### src/rtl/time_entry_if.sv
// Keypad-to-timer-chain bundle for the MM:SS time entry loader.
//   key_valid/key_code : keypad strobe and code (digit, CLEAR, START)
//   timer_done         : counter chain reached 00:00 while running
//   loadn              : active-low parallel load into the counter chain
//   min_tens..sec_ones : buffered BCD digits (load data and display)
//   running            : chain count enable
//   abort / err        : one-cycle pulses for cancelled run / rejected key
// slave = loader side, master = keypad/timer side.
interface time_entry_if;
    logic       key_valid;
    logic [3:0] key_code;
    logic       timer_done;
    logic       loadn;
    logic [3:0] min_tens;
    logic [3:0] min_ones;
    logic [3:0] sec_tens;
    logic [3:0] sec_ones;
    logic       running;
    logic       abort;
    logic       err;

    modport slave (
        input  key_valid, key_code, timer_done,
        output loadn, min_tens, min_ones, sec_tens, sec_ones, running, abort, err
    );

    modport master (
        output key_valid, key_code, timer_done,
        input  loadn, min_tens, min_ones, sec_tens, sec_ones, running, abort, err
    );
endinterface

### src/rtl/time_entry_loader.sv
// Keypad-side writer for the microwave MM:SS down-counter chain.
// Shifts BCD digit keys into a 4-digit buffer, validates it on START, issues a
// one-cycle active-low load to the chain, then tracks the run until the chain
// reports done or the user cancels with CLEAR.
// Ports:
//   clock : system clock, rising edge
//   clr   : asynchronous active-high reset
//   bus   : time_entry_if.slave (key strobe/code, timer_done in; load, digits,
//           running, abort, err out; all outputs registered)
module time_entry_loader #(
    parameter logic [3:0]  KEY_CLEAR    = 4'd10,
    parameter logic [3:0]  KEY_START    = 4'd11,
    parameter int unsigned MAX_DIGITS   = 4,
    parameter logic [3:0]  SEC_TENS_MAX = 4'd5
) (
    input  logic          clock,
    input  logic          clr,
    time_entry_if.slave   bus
);

    localparam int unsigned DIG_W = 4;
    localparam int unsigned BUF_W = 4 * DIG_W;
    localparam int unsigned CNT_W = $clog2(MAX_DIGITS + 1);

    typedef enum logic [1:0] {
        IDLE  = 2'd0,
        ENTRY = 2'd1,
        LOAD  = 2'd2,
        RUN   = 2'd3
    } state_t;

    state_t             state_q, state_d;
    logic [BUF_W-1:0]   buf_q, buf_d;     // {min_tens, min_ones, sec_tens, sec_ones}
    logic [CNT_W-1:0]   count_q, count_d;
    logic               loadn_q, loadn_d;
    logic               running_q, running_d;
    logic               abort_q, abort_d;
    logic               err_q, err_d;

    logic               is_digit, is_clear, is_start;

    // Key decode; codes 12-15 match nothing and fall through untouched.
    assign is_digit = bus.key_valid && (bus.key_code <= 4'd9);
    assign is_clear = bus.key_valid && (bus.key_code == KEY_CLEAR);
    assign is_start = bus.key_valid && (bus.key_code == KEY_START);

    // State and output registers
    always_ff @(posedge clock or posedge clr) begin
        if (clr) begin
            state_q   <= IDLE;
            buf_q     <= '0;
            count_q   <= '0;
            loadn_q   <= 1'b1;
            running_q <= 1'b0;
            abort_q   <= 1'b0;
            err_q     <= 1'b0;
        end else begin
            state_q   <= state_d;
            buf_q     <= buf_d;
            count_q   <= count_d;
            loadn_q   <= loadn_d;
            running_q <= running_d;
            abort_q   <= abort_d;
            err_q     <= err_d;
        end
    end

    // Next-state and next-output logic
    always_comb begin
        state_d   = state_q;
        buf_d     = buf_q;
        count_d   = count_q;
        loadn_d   = 1'b1;
        running_d = 1'b0;
        abort_d   = 1'b0;
        err_d     = 1'b0;

        unique case (state_q)
            IDLE, ENTRY: begin
                if (is_digit) begin
                    if (count_q < CNT_W'(MAX_DIGITS)) begin
                        buf_d   = {buf_q[BUF_W-DIG_W-1:0], bus.key_code};
                        count_d = count_q + CNT_W'(1);
                        state_d = ENTRY;
                    end else begin
                        err_d = 1'b1;
                    end
                end else if (is_clear) begin
                    buf_d   = '0;
                    count_d = '0;
                    state_d = IDLE;
                end else if (is_start) begin
                    // Empty buffer or seconds-tens above 5 cannot be loaded.
                    if (state_q == IDLE) begin
                        err_d = 1'b1;
                    end else if (buf_q[2*DIG_W-1:DIG_W] > SEC_TENS_MAX) begin
                        err_d = 1'b1;
                    end else begin
                        loadn_d = 1'b0;
                        state_d = LOAD;
                    end
                end
            end

            // Single load cycle; keys are ignored here.
            LOAD: begin
                running_d = 1'b1;
                state_d   = RUN;
            end

            // CLEAR takes priority over timer_done so a cancel is always reported.
            RUN: begin
                if (is_clear) begin
                    abort_d = 1'b1;
                    buf_d   = '0;
                    count_d = '0;
                    state_d = IDLE;
                end else if (bus.timer_done) begin
                    buf_d   = '0;
                    count_d = '0;
                    state_d = IDLE;
                end else begin
                    running_d = 1'b1;
                end
            end

            default: begin
                buf_d   = '0;
                count_d = '0;
                state_d = IDLE;
            end
        endcase
    end

    assign bus.loadn    = loadn_q;
    assign bus.running  = running_q;
    assign bus.abort    = abort_q;
    assign bus.err      = err_q;
    assign bus.min_tens = buf_q[4*DIG_W-1:3*DIG_W];
    assign bus.min_ones = buf_q[3*DIG_W-1:2*DIG_W];
    assign bus.sec_tens = buf_q[2*DIG_W-1:DIG_W];
    assign bus.sec_ones = buf_q[DIG_W-1:0];

endmodule
### src/flat_wrapper.sv
// flat-port wrapper written by rule: the top's interface ports become plain ports
module time_entry_loader_flat 
#(
    parameter logic [3:0]  KEY_CLEAR    = 4'd10,
    parameter logic [3:0]  KEY_START    = 4'd11,
    parameter int unsigned MAX_DIGITS   = 4,
    parameter logic [3:0]  SEC_TENS_MAX = 4'd5
)
  (clock, clr, bus_key_valid, bus_key_code, bus_timer_done, bus_loadn, bus_min_tens, bus_min_ones, bus_sec_tens, bus_sec_ones, bus_running, bus_abort, bus_err);
  time_entry_if bus_i ();
  input  logic clock;
  input  logic clr;
  input wire logic [$bits(bus_i.key_valid)-1:0] bus_key_valid;
  input wire logic [$bits(bus_i.key_code)-1:0] bus_key_code;
  input wire logic [$bits(bus_i.timer_done)-1:0] bus_timer_done;
  output wire logic [$bits(bus_i.loadn)-1:0] bus_loadn;
  output wire logic [$bits(bus_i.min_tens)-1:0] bus_min_tens;
  output wire logic [$bits(bus_i.min_ones)-1:0] bus_min_ones;
  output wire logic [$bits(bus_i.sec_tens)-1:0] bus_sec_tens;
  output wire logic [$bits(bus_i.sec_ones)-1:0] bus_sec_ones;
  output wire logic [$bits(bus_i.running)-1:0] bus_running;
  output wire logic [$bits(bus_i.abort)-1:0] bus_abort;
  output wire logic [$bits(bus_i.err)-1:0] bus_err;
  assign bus_i.key_valid = bus_key_valid;
  assign bus_i.key_code = bus_key_code;
  assign bus_i.timer_done = bus_timer_done;
  assign bus_loadn = bus_i.loadn;
  assign bus_min_tens = bus_i.min_tens;
  assign bus_min_ones = bus_i.min_ones;
  assign bus_sec_tens = bus_i.sec_tens;
  assign bus_sec_ones = bus_i.sec_ones;
  assign bus_running = bus_i.running;
  assign bus_abort = bus_i.abort;
  assign bus_err = bus_i.err;
  time_entry_loader #(.KEY_CLEAR(KEY_CLEAR), .KEY_START(KEY_START), .MAX_DIGITS(MAX_DIGITS), .SEC_TENS_MAX(SEC_TENS_MAX)) u_core (.clock(clock), .clr(clr), .bus(bus_i));
endmodule
### config.mk
export PLATFORM = sky130hd
export DESIGN_NAME = time_entry_loader_flat
export DESIGN_NICKNAME = d
export VERILOG_FILES = /design/src/rtl/time_entry_if.sv /design/src/rtl/time_entry_loader.sv /design/src/flat_wrapper.sv
export SDC_FILE = /design/constraint.sdc
export NUM_CORES = 1
export LEC_CHECK = 0
export CAP_MARGIN = 10
export CORE_ASPECT_RATIO = 1.75
export CORE_MARGIN = 2
export CORE_UTILIZATION = 30
export CTS_BUF_LIST = sky130_fd_sc_hd__clkbuf_8
export DETAILED_ROUTE_END_ITERATION = 12
export SLEW_MARGIN = 20
export SYNTH_ARGS = -nofsm -noshare
export SYNTH_HDL_FRONTEND = slang
export SYNTH_SLANG_ARGS = --single-unit
### constraint.sdc
create_clock -name clock -period 1.9 [get_ports clock]
set_input_delay 0.19 -clock clock [delete_from_list [all_inputs] [get_ports clock]]
set_output_delay 0.19 -clock clock [all_outputs]
set_load 0.02 [all_outputs]
* Word-level counts from Yosys, hierarchy flattened
Index checks and enable logic that the tools add are counted.
** Word-level totals
- Register bits after elaboration :: 25
- Latch bits :: 0
- Bits in writable memories :: 0
- Bits in read-only memories :: 0
- Bits of input ports :: 8
- Word-level logic and storage cells :: 67
- Memories :: 0
** Operators by class
- Add/subtract/negate cells :: 1
- Multiply operators :: 0
- Div/mod/pow operators :: 0
- Order comparisons :: 3
- Equality and inequality tests :: 11
- Shifts and indexed selects :: 0
- Muxes and demuxes :: 37
- Bitwise operators :: 0
- Reduce and logical (&&, ||, !) cells :: 8
** Operator list (count)
- 16-bit two-way mux :: 5
- 16-bit one-hot mux with 2 select lines :: 1
- 2-bit two-way mux :: 8
- 1-bit two-way mux :: 15
- 3-bit two-way mux :: 5
- 4-bit equality test (second input constant) :: 2
- 4-bit by 2-bit != test with 1-bit output (second input constant) :: 2
- 2-bit one-hot mux with 3 select lines :: 1
- 3-bit one-hot mux with 2 select lines :: 1
- 5-bit AND reduction :: 1
- 2-bit equality test (second input constant) :: 2
- 4-bit by 3-bit greater-than comparator with 1-bit output (second input constant) :: 1
- 4-bit <= comparator (second input constant) :: 1
- 4-bit by 1-bit != test with 1-bit output (second input constant) :: 1
- 4-bit AND reduction :: 1
- 3-bit by 1-bit adder with 3-bit output (second input constant) :: 1
- 1-bit logical AND :: 3
- 3-bit < comparator (second input constant) :: 1
- 3-bit by 1-bit != test with 1-bit output (second input constant) :: 1
- 3-bit by 2-bit != test with 1-bit output (second input constant) :: 1
- 3-bit != test (second input constant) :: 1
- 2-bit by 1-bit equality test with 1-bit output (second input constant) :: 1
- 2-bit logical NOT :: 1
- 1-bit one-hot mux with 2 select lines :: 1
- 2 further kinds :: 2

* Logic depth before layout (Yosys ltp)
Gate-level depths: netlist of run 1.
- Depth in word-level cells :: 7
- Mapped depth :: 6

* Worst setup path before layout of run 1
Ideal clock, no wire load.
- Path kind :: register to register
- Start :: register u_core.state_q[1]
- End :: register u_core.buf_q[10]
- Arrival :: 1.340 ns
- Setup slack :: 0.439 ns
- Stages on the path, launching flop included :: 6
- Buffers on the path :: 2
- Cell sequence :: dfrtp_1 clkbuf_1 inv_1 mux2_4 buf_6 a22o_1
** On the way
- Longest elaborated chain between the ends :: 4
** RTL lines
- start: declaration :: RTL line time_entry_loader.sv:32 : state_t state_q, state_d;
- start signal: assignment :: RTL line time_entry_loader.sv:58 : state_q <= state_d;
- 2-bit by 1-bit equality test with 1-bit output or 2-bit logical NOT (tied branches) :: RTL line time_entry_loader.sv:78 : unique case (state_q)
- 2-bit OR reduction :: RTL line time_entry_loader.sv:78
- 3-bit by 1-bit != test with 1-bit output (no line), or another cell as far along
- 4-bit AND reduction (no line)
- end signal: assignment :: RTL line time_entry_loader.sv:59 : buf_q <= buf_d;
- end: declaration :: RTL line time_entry_loader.sv:33 : logic [BUF_W-1:0] buf_q, buf_d;
Several ways; a longest one is shown, not always the timed one.
A chain may end at the register's enable or synchronous reset.

* Final worst setup path of run 1
- Start :: input bus_key_code[2]
- End :: register u_core.count_q[0]
** On the way
- Longest elaborated chain between the ends :: 4
** RTL lines
- start: declaration :: RTL line flat_wrapper.sv:14 : input wire logic [$bits(bus_i.key_code)-1:0] bus_key_code;
- 4-bit <= comparator or 4-bit equality test (tied branches) :: RTL line time_entry_loader.sv:43, time_entry_loader.sv:44
- 1-bit logical AND, on equally long branches :: RTL line time_entry_loader.sv:43, time_entry_loader.sv:44
- 3-bit by 1-bit != test with 1-bit output (no line), or another cell as far along
- 4-bit AND reduction (no line) or 3-bit one-hot mux with 2 select lines (tied branches)
- end signal: assignment :: RTL line time_entry_loader.sv:60 : count_q <= count_d;
- end: declaration :: RTL line time_entry_loader.sv:34 : logic [CNT_W-1:0] count_q, count_d;
Several ways; a longest one is shown, not always the timed one.

==> reports/results.txt, run 1 <==
standby leakage power: 0.000657 µW
Setup Crit Path Kind: in2reg
dominant cell type by area after synthesis: sky130_fd_sc_hd__dfrtp_1
combinational family with the most area after synthesis: compound AO/OA/AOI/OAI gates
arithmetic-cell share of the synthesized area counting full adders, half adders and majority gates: 1.16%
clk_skew: 0.00956 ns
share of the clock period used by the worst path after layout: 87.3%
total number of placement rows: 28
Routed Antenna Nets: 0
total grt overflow: 0
proportion of synthesized chip area in sequential cells: 58.1%
final RePlAce weighted congestion: 0.841
final routed wire length divided by cell count: 14.2 µm
startpoint of the worst register-to-register path: u_core.state_q[0]
largest buffer count on any clock path: 2
post-synthesis compound-gate area fraction: 23.9%
synthesized area per cell: 12.6 µm²
max-slew violation total from the final report: 0
crit path time final: 1.66 ns
startpoint of the worst setup timing path: bus_key_code[2]
number of clock sinks: 25
hold violation total from the final report: 0
1st-iter DRT viols: 34
number of setup buffers added after CTS: 0
die outline height: 83.4 µm
first-pass GRT wire length: 3800 µm
DRC violation count after routing: 0
Warnings, synthesis: 0
VDD IR max: 0.667 mV
number of antenna violations at the first check in global routing: 0
ordered cell list for the critical path: clkdlybuf4s50_1 > and4b_2 > a22oi_2 > mux2_4 > mux2_2
type of destination of the critical path: flip-flop
Reg clk slew, reported paths: 0.09 ns
commonest non-fill, non-tap cell in the layout: sky130_fd_sc_hd__clkdlybuf4s50_1
total of flip-flops plus latches after synthesis: 25
post-placement cell area: 1430 µm²
vias after detailed routing: 865
count of inserted antenna diode cells: 0
ports placed on the boundary: 28
half-perimeter wire length after detailed placement: 1770 µm
Worst EP arrival: 1.81 ns
number of buffers inserted during clock tree synthesis: 3
RSZ-0062 raised after global routing: false
largest cells by area after synthesis: sky130_fd_sc_hd__dfrtp_1, sky130_fd_sc_hd__a22o_1, sky130_fd_sc_hd__dfstp_2, sky130_fd_sc_hd__nor2b_1, sky130_fd_sc_hd__o21ai_0
hold_buf cts: 0
maximum number of pins on one net before global-route repair: 26
Worst R2R Setup Slack: 0.37 ns
layout cell share with drive strength beyond 1: 14.3%
cell with the largest stage delay on the worst path: sky130_fd_sc_hd__clkdlybuf4s50_1
CTS tree: done
count of instances resized after the clock tree is built: 0
Synth cell types: 32
core area: 3400 µm²
Pre-antenna DRT Iters: 4
synthesized-area fraction occupied by xor and xnor cells: 0%
WP data required: 2.05 ns
mux cell area share after synthesis: 2.43%
Worst-Skew Late Latency: 0.27 ns
power per cell area: 1410 nW/µm²
element type at the critical path start: input port
Gate Count Post-Synth: 86
outcome: finished clean
final design instance area without fill: 1480 µm²
drt total wl: 2330 µm
post-DR vias/cell: 5.27
biggest fanout along the worst timing path: 18
max-capacitance violation count: 0
top-area cell type share of the netlist area: 55.6%
vias in the first global route: 850
Area Growth Syn to Fin: 36.7%
highest clock rate: 603 MHz
CTS H-tree depth: 1
final-report setup violation count: 0
setup ws final: 0.241 ns
Worst Max-Slew Pin Slew: 0.315 ns
slew margin rel.: 79.0%
synthesized netlist net count: 95
class of the most critical hold timing path: in2async
capturing point of the worst reg2reg path: u_core.count_q[0]
floorplan die area: 4110 µm²
initial standard-cell utilization of the core: 31.8%
cell count of the worst reg-to-reg path: 4
highest cell delay on the worst timing path: 0.50 ns
NumNets Final: 129
Post-Synth Simple-Gate Area: 10.2%
count of input and output buffers: 27
dpl ws: -0.0287 ns
synthesized cell area: 1080 µm²
top library cells by usage in the layout, fill and taps aside: sky130_fd_sc_hd__clkdlybuf4s50_1, sky130_fd_sc_hd__dfrtp_1, sky130_fd_sc_hd__a22o_1
CTS Root Buffer Type: sky130_fd_sc_hd__clkbuf_8
die extent in x: 49.4 µm
overall fraction of global-route tracks in use: 11.8%
## worst max path at each step
stage,to,slack (ns),cells past startpoint
detailed placement,u_core.count_q[0],-0.03,5
global route,u_core.count_q[0],0.20,5
CTS,u_core.count_q[0],0.25,5
global placement,u_core.count_q[0],0.03,5
floorplan,u_core.buf_q[10],0.44,5
finish,u_core.count_q[0],0.24,5
## critical path, delay by kind of cell
family | cells | cell delay [ns]
and+or+nand+nor | 1 | 0.36
buffers and inverters | 1 | 0.50
AOI/OAI and AO/OA | 1 | 0.08
muxes | 2 | 0.67
## power by group
group	total (µW)	internal, µW	switching (µW)
Clock	311	148	163
Sequential	886	706	180
Combinational	890	457	434
Total	2090	1310	776
## cell families (layout without fill, tap and decap cells)
kind of cell / count (synthesis) / count (layout)
adder cells (fa/ha/maj): 1 / 1
flip-flops: 25 / 25
multiplexers: 2 / 2
AO/OA/AOI/OAI: 31 / 31
buffers and inverters: 9 / 42
AND/OR/NAND/NOR: 18 / 18
## state kept, by name (all words and copies together) (netlist names)
| register | count |
|---|---|
| u_core.bus.abort | 1 |
| u_core.buf_q | 16 |
| u_core.count_q | 3 |
| u_core.bus.loadn | 1 |
| u_core.bus.err | 1 |
| u_core.state_q | 2 |
| u_core.bus.running | 1 |
## metal layers
layer / part of all wire, % / global-route usage [%]
met1: 40 / 13.0
met2: 53 / 20.6
met3: 4.2 / 1.98
met4: 2.4 / 6.75
met5: 0 / 0
## cell type report
cell class,count,area [µm²]
sequential,25,627
tap,45,56.3
multi-input combinational,52,407
fill,343,1920
timing repair buffer,34,323
clock inverter,1,7.51
clock buffer,3,41.3
inverter,4,15.0
## cells in the mapped netlist (all sizes together)
library cell,number
clkbuf,2
o211ai,1
inv,4
o31ai,1
mux2,2
o21ai,3
o32a,1
o22ai,2
dfstp,1
a221oi,1
and2b,1
nand3,1
buf,3
nor2,3
dfrtp,24
a22o,18
ha,1
nor2b,3
a22oi,1
o311ai,1
a21oi,1
and2,2
and4b,1
and3,2
and4bb,1
nand4,1
a211oi,1
nand2,2
nor3,1
## stage by stage
stage / instances / TNS (ns) / hold slack, ns / total power [µW] / util [%]
6_report: 164 / 0 / 0.265 / 2090 / 43.4
5_1_grt: 164 / 0 / 0.307 / 2210 / 43.4
4_1_cts: 164 / 0 / 0.272 / 2110 / 43.4
3_5_place_dp: 160 / -0.0287 / 0.500 / 1790 / 42.0
3_3_place_gp: 160 / 0 / 0.490 / 1760 / 42.0
2_1_floorplan: 86 / 0 / 0.217 / 1400 / -
No activity file was read; power rests on OpenSTA's default activity.
==> run 2: changes to the inputs <==
--- a/config.mk
+++ b/config.mk
@@ -11,6 +11,7 @@
 export CORE_UTILIZATION = 30
 export CTS_BUF_LIST = sky130_fd_sc_hd__clkbuf_8
 export DETAILED_ROUTE_END_ITERATION = 12
+export SETUP_SLACK_MARGIN = 0.3
 export SLEW_MARGIN = 20
 export SYNTH_ARGS = -nofsm -noshare
 export SYNTH_HDL_FRONTEND = slang
==> reports/results.txt, run 2 (same netlist as run 1, synthesis figures left out) <==
outcome: finished clean
hold_buf cts: 0 (unchanged)
Most flops, register: u_core.buf_q
CTS tree: done
post-placement cell area: 1430 µm² (unchanged)
Worst-Skew Late Latency: 0.27 ns (about the same)
Top delay family on crit path: multiplexers
power per cell area: 1420 nW/µm² (+0.28%)
Filler Cell Count: 340 (-0.87%)
Reg clk slew, reported paths: 0.09 ns (about the same)
standby leakage power: 0.000683 µW (+4.1%)
number of clock sinks: 25 (unchanged)
top library cells by usage in the layout, fill and taps aside: sky130_fd_sc_hd__clkdlybuf4s50_1, sky130_fd_sc_hd__dfrtp_1, sky130_fd_sc_hd__a22o_1
NumNets Final: 130 (+0.78%)
class of the most critical hold timing path: in2async
highest routed layer: met4
highest cell delay on the worst timing path: 0.45 ns (-0.05 ns)
detailed-routing wirelength on met1: 1030 µm (+10%)
drt total wl: 2480 µm (+6.7%)
Area Growth Syn to Fin: 39.4%
post-DR vias/cell: 5.33 (+1.1%)
hold violation total from the final report: 0 (unchanged)
die outline height: 83.4 µm (unchanged)
crit path time final: 1.57 ns (-0.0910 ns)
first-pass GRT wire length: 3920 µm (+3.3%)
Worst EP arrival: 1.72 ns (-0.09 ns)
total grt overflow: 0 (unchanged)
Setup Crit Path Kind: reg2reg
core area: 3400 µm² (unchanged)
share of the clock period used by the worst path after layout: 82.5% (-4.8 points)
floorplan die area: 4110 µm² (unchanged)
cell with the largest stage delay on the worst path: sky130_fd_sc_hd__dfrtp_1
ordered cell list for the critical path: nor3_1 > o31ai_4 > mux2_4 > mux2_2
setup ws final: 0.332 ns (+0.0910 ns)
dpl ws: -0.0287 ns (unchanged)
fraction of the core area covered by cells at the end of the flow: 44.3% (+0.85 points)
DR WL met3: 100 µm (+2.0%)
type of destination of the critical path: flip-flop
buffering stage count on the worst path with inverters included: 0 (-1)
final design instance area without fill: 1510 µm² (+1.9%)
final-report setup violation count: 0 (unchanged)
slew margin rel.: 77.8% (-1.2 points)
number of antenna violations at the first check in global routing: 0 (unchanged)
element type at the critical path start: flip-flop
die extent in x: 49.4 µm (unchanged)
count of input and output buffers: 27 (unchanged)
final routed wire length divided by cell count: 15.1 µm (+6.1%)
registers with the highest flip-flop counts: u_core.buf_q (16), u_core.count_q (3), u_core.state_q (2)
max-slew violation total from the final report: 0 (unchanged)
number of buffers inserted during clock tree synthesis: 3 (unchanged)
count of inserted antenna diode cells: 0 (unchanged)
maximum number of pins on one net before global-route repair: 26 (unchanged)
1st-iter DRT viols: 25 (-26%)
CTS H-tree depth: 1 (unchanged)
final RePlAce weighted congestion: 0.841 (unchanged)
highest clock rate: 638 MHz (+5.8%)
max-capacitance violation count: 0 (unchanged)
total number of placement rows: 28 (unchanged)
Pre-antenna DRT Iters: 4 (unchanged)
Worst Max-Slew Pin Slew: 0.330 ns (+0.0150 ns)
biggest fanout along the worst timing path: 9 (-9)
WP data required: 2.05 ns (about the same)
layout cell share with drive strength beyond 1: 15.8% (+1.5 points)
flip-flop count of the largest register, all copies and words added: 16 (unchanged)
CTS Root Buffer Type: sky130_fd_sc_hd__clkbuf_8
Final Total Pwr: 2130 µW (+2.2%)
vias after detailed routing: 880 (+1.7%)
largest buffer count on any clock path: 2 (unchanged)
VDD IR max: 0.666 mV (-0.18%)
met2 routed wirelength: 1300 µm (+5.6%)
RSZ-0062 raised after global routing: true
overall fraction of global-route tracks in use: 12.3% (+0.45 points)
DRC violation count after routing: 0 (unchanged)
half-perimeter wire length after detailed placement: 1770 µm (unchanged)
initial standard-cell utilization of the core: 31.8% (unchanged)
Routed Antenna Nets: 0 (unchanged)
ports placed on the boundary: 28 (unchanged)
clk_skew: 0.0108 ns (+0.00124 ns)
vias in the first global route: 867 (+2.0%)
commonest non-fill, non-tap cell in the layout: sky130_fd_sc_hd__clkdlybuf4s50_1
[run 2: cell types whose count changed in the layout (fill, tap and decap cells not counted), sizes merged]
cell and delta:
mux2 +1, dlymetal6s2s +2, clkdlybuf4s50 -2
[run 2: layout make-up]
type | count | area (µm²) | area share [%]
Clock buffer | 3 | 41.3 | 2.74
Clock inverter | 1 | 7.51 | 0.499
Inverter | 4 | 15.0 | 0.998
Multi-Input combinational cell | 53 | 430 | 28.6
Sequential cell | 25 | 627 | 41.6
Tap cell | 45 | 56.3 | 3.74
Timing Repair Buffer | 34 | 328 | 21.8
[run 2: final timing paths]
kind	startpoint	endpoint	slack [ns]	cells after the start
min in group clock	bus_key_code[1]	u_core.buf_q[1]	0.28	2
min	clr	u_core.buf_q[7]	0.26	3
max in group asynchronous	clr	u_core.bus.loadn	1.34	3
max	u_core.count_q[2]	u_core.count_q[0]	0.33	4
max reg2reg	u_core.count_q[2]	u_core.count_q[0]	0.33	4
min reg2reg	u_core.buf_q[12]	u_core.buf_q[12]	0.52	1
[run 2: tightest hold or removal path, stage by stage]
cell and delay [ns]:
sky130_fd_sc_hd__clkdlybuf4s50_1 0.39, sky130_fd_sc_hd__inv_1 0.05, sky130_fd_sc_hd__buf_4 0.29
[run 2: power breakdown]
part | switching (µW) | leakage (µW) | internal [µW] | total, µW
registers | 187 | 0.000331 | 705 | 892
logic | 454 | 0.000331 | 475 | 928
clock network | 164 | 0.0000217 | 148 | 313
total | 805 | 0.000683 | 1330 | 2130
[run 2: repair_timing]
item                                    in CTS  in global routing
endpoints found under the setup margin       4                 19
setup buffers                                0                  0
endpoints found under the hold margin        0                  0
gates resized for setup                      1                  4
gates cloned                                 1                  0
[run 2: stage by stage]
| stage | setup TNS (ns) | hold slack [ns] | instances |
|---|---|---|---|
| final | 0 | 0.263 | 165 |
| after floorplan | 0 | 0.217 | 86 |
| after CTS | 0 | 0.272 | 165 |
| after global routing | 0 | 0.295 | 165 |
| after global placement | 0 | 0.490 | 160 |
| after detailed placement | -0.0287 | 0.500 | 160 |
[run 2: routing by layer]
layer / GRT usage, % / vias to the layer above
li1: - / 401
met1: 13.9 / 447
met2: 21.3 / 26
met3: 1.98 / 6
met4: 6.75 / 0
met5: 0 / -
==> run 3: changes to the inputs <==
==> constraint.sdc (replaced) <==
create_clock -name clock -period 1.5 [get_ports clock]
set_input_delay 0.15 -clock clock [delete_from_list [all_inputs] [get_ports clock]]
set_output_delay 0.15 -clock clock [all_outputs]
set_load 0.02 [all_outputs]
==> reports/results.txt, run 3 (same netlist as run 1, synthesis figures left out) <==
outcome: finished clean
number of buffers inserted during clock tree synthesis: 3 (unchanged)
commonest non-fill, non-tap cell in the layout: sky130_fd_sc_hd__dfrtp_1
final-report setup violation count: 0 (unchanged)
startpoint of the worst register-to-register path: u_core.count_q[2]
DRC violation count after routing: 0 (unchanged)
vias after detailed routing: 976 (+11%)
half-perimeter wire length after detailed placement: 1810 µm (+2.0%)
cell with the largest stage delay on the worst path: sky130_fd_sc_hd__dfrtp_2
drt total wl: 2920 µm (+18%)
VDD IR max: 0.923 mV (+39%)
share of the clock period used by the worst path after layout: 93.1% (+11 points)
vias in the first global route: 993 (+15%)
die outline height: 83.4 µm (unchanged)
number of clock sinks: 25 (unchanged)
Filler Cell Count: 326 (-4.1%)
1st-iter DRT viols: 27 (+8.0%)
standby leakage power: 0.000861 µW (+26%)
highest cell delay on the worst timing path: 0.45 ns (about the same)
Reg clk slew, reported paths: 0.09 ns (about the same)
WP data required: 1.66 ns (-0.39 ns)
initial standard-cell utilization of the core: 31.8% (unchanged)
registers with the highest flip-flop counts: u_core.buf_q (16), u_core.count_q (3), u_core.state_q (2)
final routed wire length divided by cell count: 15.9 µm (+5.4%)
fraction of the core area covered by cells at the end of the flow: 50.2% (+5.9 points)
Pre-antenna DRT Iters: 4 (unchanged)
post-DR vias/cell: 5.30 (-0.54%)
hold violation total from the final report: 0 (unchanged)
post-placement cell count: 172 (+7.5%)
Routed Antenna Nets: 0 (unchanged)
final RePlAce weighted congestion: 0.793 (-5.6%)
Area Growth Syn to Fin: 58.1%
max-capacitance violation count: 0 (unchanged)
number of antenna violations at the first check in global routing: 0 (unchanged)
Most flops, register: u_core.buf_q
area of the multi-input gates: 519 µm² (+21%)
worst hold slack across all endpoints: 0.228 ns (-0.0352 ns)
hold_buf cts: 0 (unchanged)
layout cell share with drive strength beyond 1: 38.1% (+22 points)
Worst-Skew Late Latency: 0.26 ns (about the same)
CP Capture Point: u_core.count_q[0]
NumNets Final: 149 (+15%)
slew margin rel.: 78.9% (+1.1 points)
RSZ-0062 raised after global routing: true
clk_skew: 0.00544 ns (-0.00536 ns)
count of input and output buffers: 27 (unchanged)
Worst R2R Setup Slack: 0.10 ns (-0.23 ns)
CTS Root Buffer Type: sky130_fd_sc_hd__clkbuf_8
total number of placement rows: 28 (unchanged)
class of the most critical hold timing path: in2async
CTS tree: done
ports placed on the boundary: 28 (unchanged)
die extent in x: 49.4 µm (unchanged)
total grt overflow: 0 (unchanged)
capturing point of the worst reg2reg path: u_core.count_q[0]
element type at the critical path start: flip-flop
count of inserted antenna diode cells: 0 (unchanged)
overall fraction of global-route tracks in use: 15.1% (+2.8 points)
crit path time final: 1.40 ns (-0.172 ns)
largest buffer count on any clock path: 2 (unchanged)
ordered cell list for the critical path: nor3_4 > o31ai_4 > mux2_4 > mux2_2
first-pass GRT wire length: 4860 µm (+24%)
setup TNS: 0 ns (unchanged)
power per cell area: 1730 nW/µm² (+22%)
highest clock rate: 716 MHz (+12%)
non-filler cells, final: 184 (+12%)
max-slew violation total from the final report: 0 (unchanged)
Worst EP arrival: 1.55 ns (-0.17 ns)
Setup Crit Path Kind: reg2reg
CTS H-tree depth: 1 (unchanged)
Final Total Pwr: 2950 µW (+38%)
cell count of the worst reg-to-reg path: 4 (unchanged)
startpoint of the worst setup timing path: u_core.count_q[2]
biggest fanout along the worst timing path: 5 (-4)
maximum number of pins on one net before global-route repair: 26 (unchanged)
core area: 3400 µm² (unchanged)
area occupied by registers: 628 µm² (+0.20%)
flip-flop count of the largest register, all copies and words added: 16 (unchanged)
top library cells by usage in the layout, fill and taps aside: sky130_fd_sc_hd__dfrtp_1, sky130_fd_sc_hd__dlygate4sd2_1, sky130_fd_sc_hd__buf_4
Worst Max-Slew Pin Slew: 0.317 ns (-0.0134 ns)
floorplan die area: 4110 µm² (unchanged)
type of destination of the critical path: flip-flop
[run 3: changes by cell type in the layout (fill, tap and decap cells not counted), sizes merged, moves of 2 or more]
cell | previous run | this run
dlymetal6s2s | 2 | 0
clkbuf | 3 | 5
clkdlybuf4s50 | 25 | 2
clkinv | 0 | 2
dlygate4sd2 | 0 | 21
mux2 | 3 | 5
buf | 7 | 25
[run 3: repair_timing]
item                                    CTS  global route
setup buffers                             5             0
pin swaps                                10             4
resized for setup                        43            14
endpoints found under the setup margin   44            28
hold endpoints to repair                  0             0
cloned                                    3             0
[run 3: how the worst min path moves through the flow]
stage,cells past startpoint,slack (ns),end,from
6_report,3,0.23,u_core.bus.running,clr
3_3_place_gp,1,0.50,u_core.buf_q[13],u_core.buf_q[13]
2_1_floorplan,1,0.18,u_core.buf_q[0],clr
3_5_place_dp,1,0.50,u_core.buf_q[14],u_core.buf_q[14]
4_1_cts,3,0.24,u_core.buf_q[13],clr
5_1_grt,3,0.26,u_core.buf_q[13],clr
[run 3: per-layer routing]
metal / share of wire, % / track usage (%) / vias up
met5: 0 / 0 / -
met4: 2.4 / 6.75 / 0
met3: 3.9 / 1.80 / 11
met2: 54 / 26.4 / 38
met1: 40 / 17.9 / 489
li1: - / - / 438
[run 3: per-stage QoR]
stage,instance area [µm²],setup WS [ns]
after floorplan,1090,0.125
after global placement,1520,-0.267
after detailed placement,1520,-0.310
after CTS,1690,0.111
after global routing,1710,0.0601
final,1710,0.104
[run 3: critical path: cells and delay by family (launching register included)]
kind,cells,cell delay [ns]
muxes,2,0.58
DFF,1,0.45
and+or+nand+nor,1,0.15
AOI/OAI and AO/OA,1,0.10
[run 3: report_power, final]
part,switching [µW],internal [µW],leakage [µW],total [µW]
sequential,191,896,0.000329,1090
clock,204,185,0.0000255,389
combinational,746,731,0.000507,1480
total,1140,1810,0.000861,2950
[run 3: cell type report]
type	instances	area share, %
Multi-Input combinational cell	55	30.4
Timing Repair Buffer	51	25.6
Clock inverter	1	0.293
Inverter	4	1.17
Sequential cell	25	36.8
Tap cell	45	3.30
Clock buffer	3	2.42
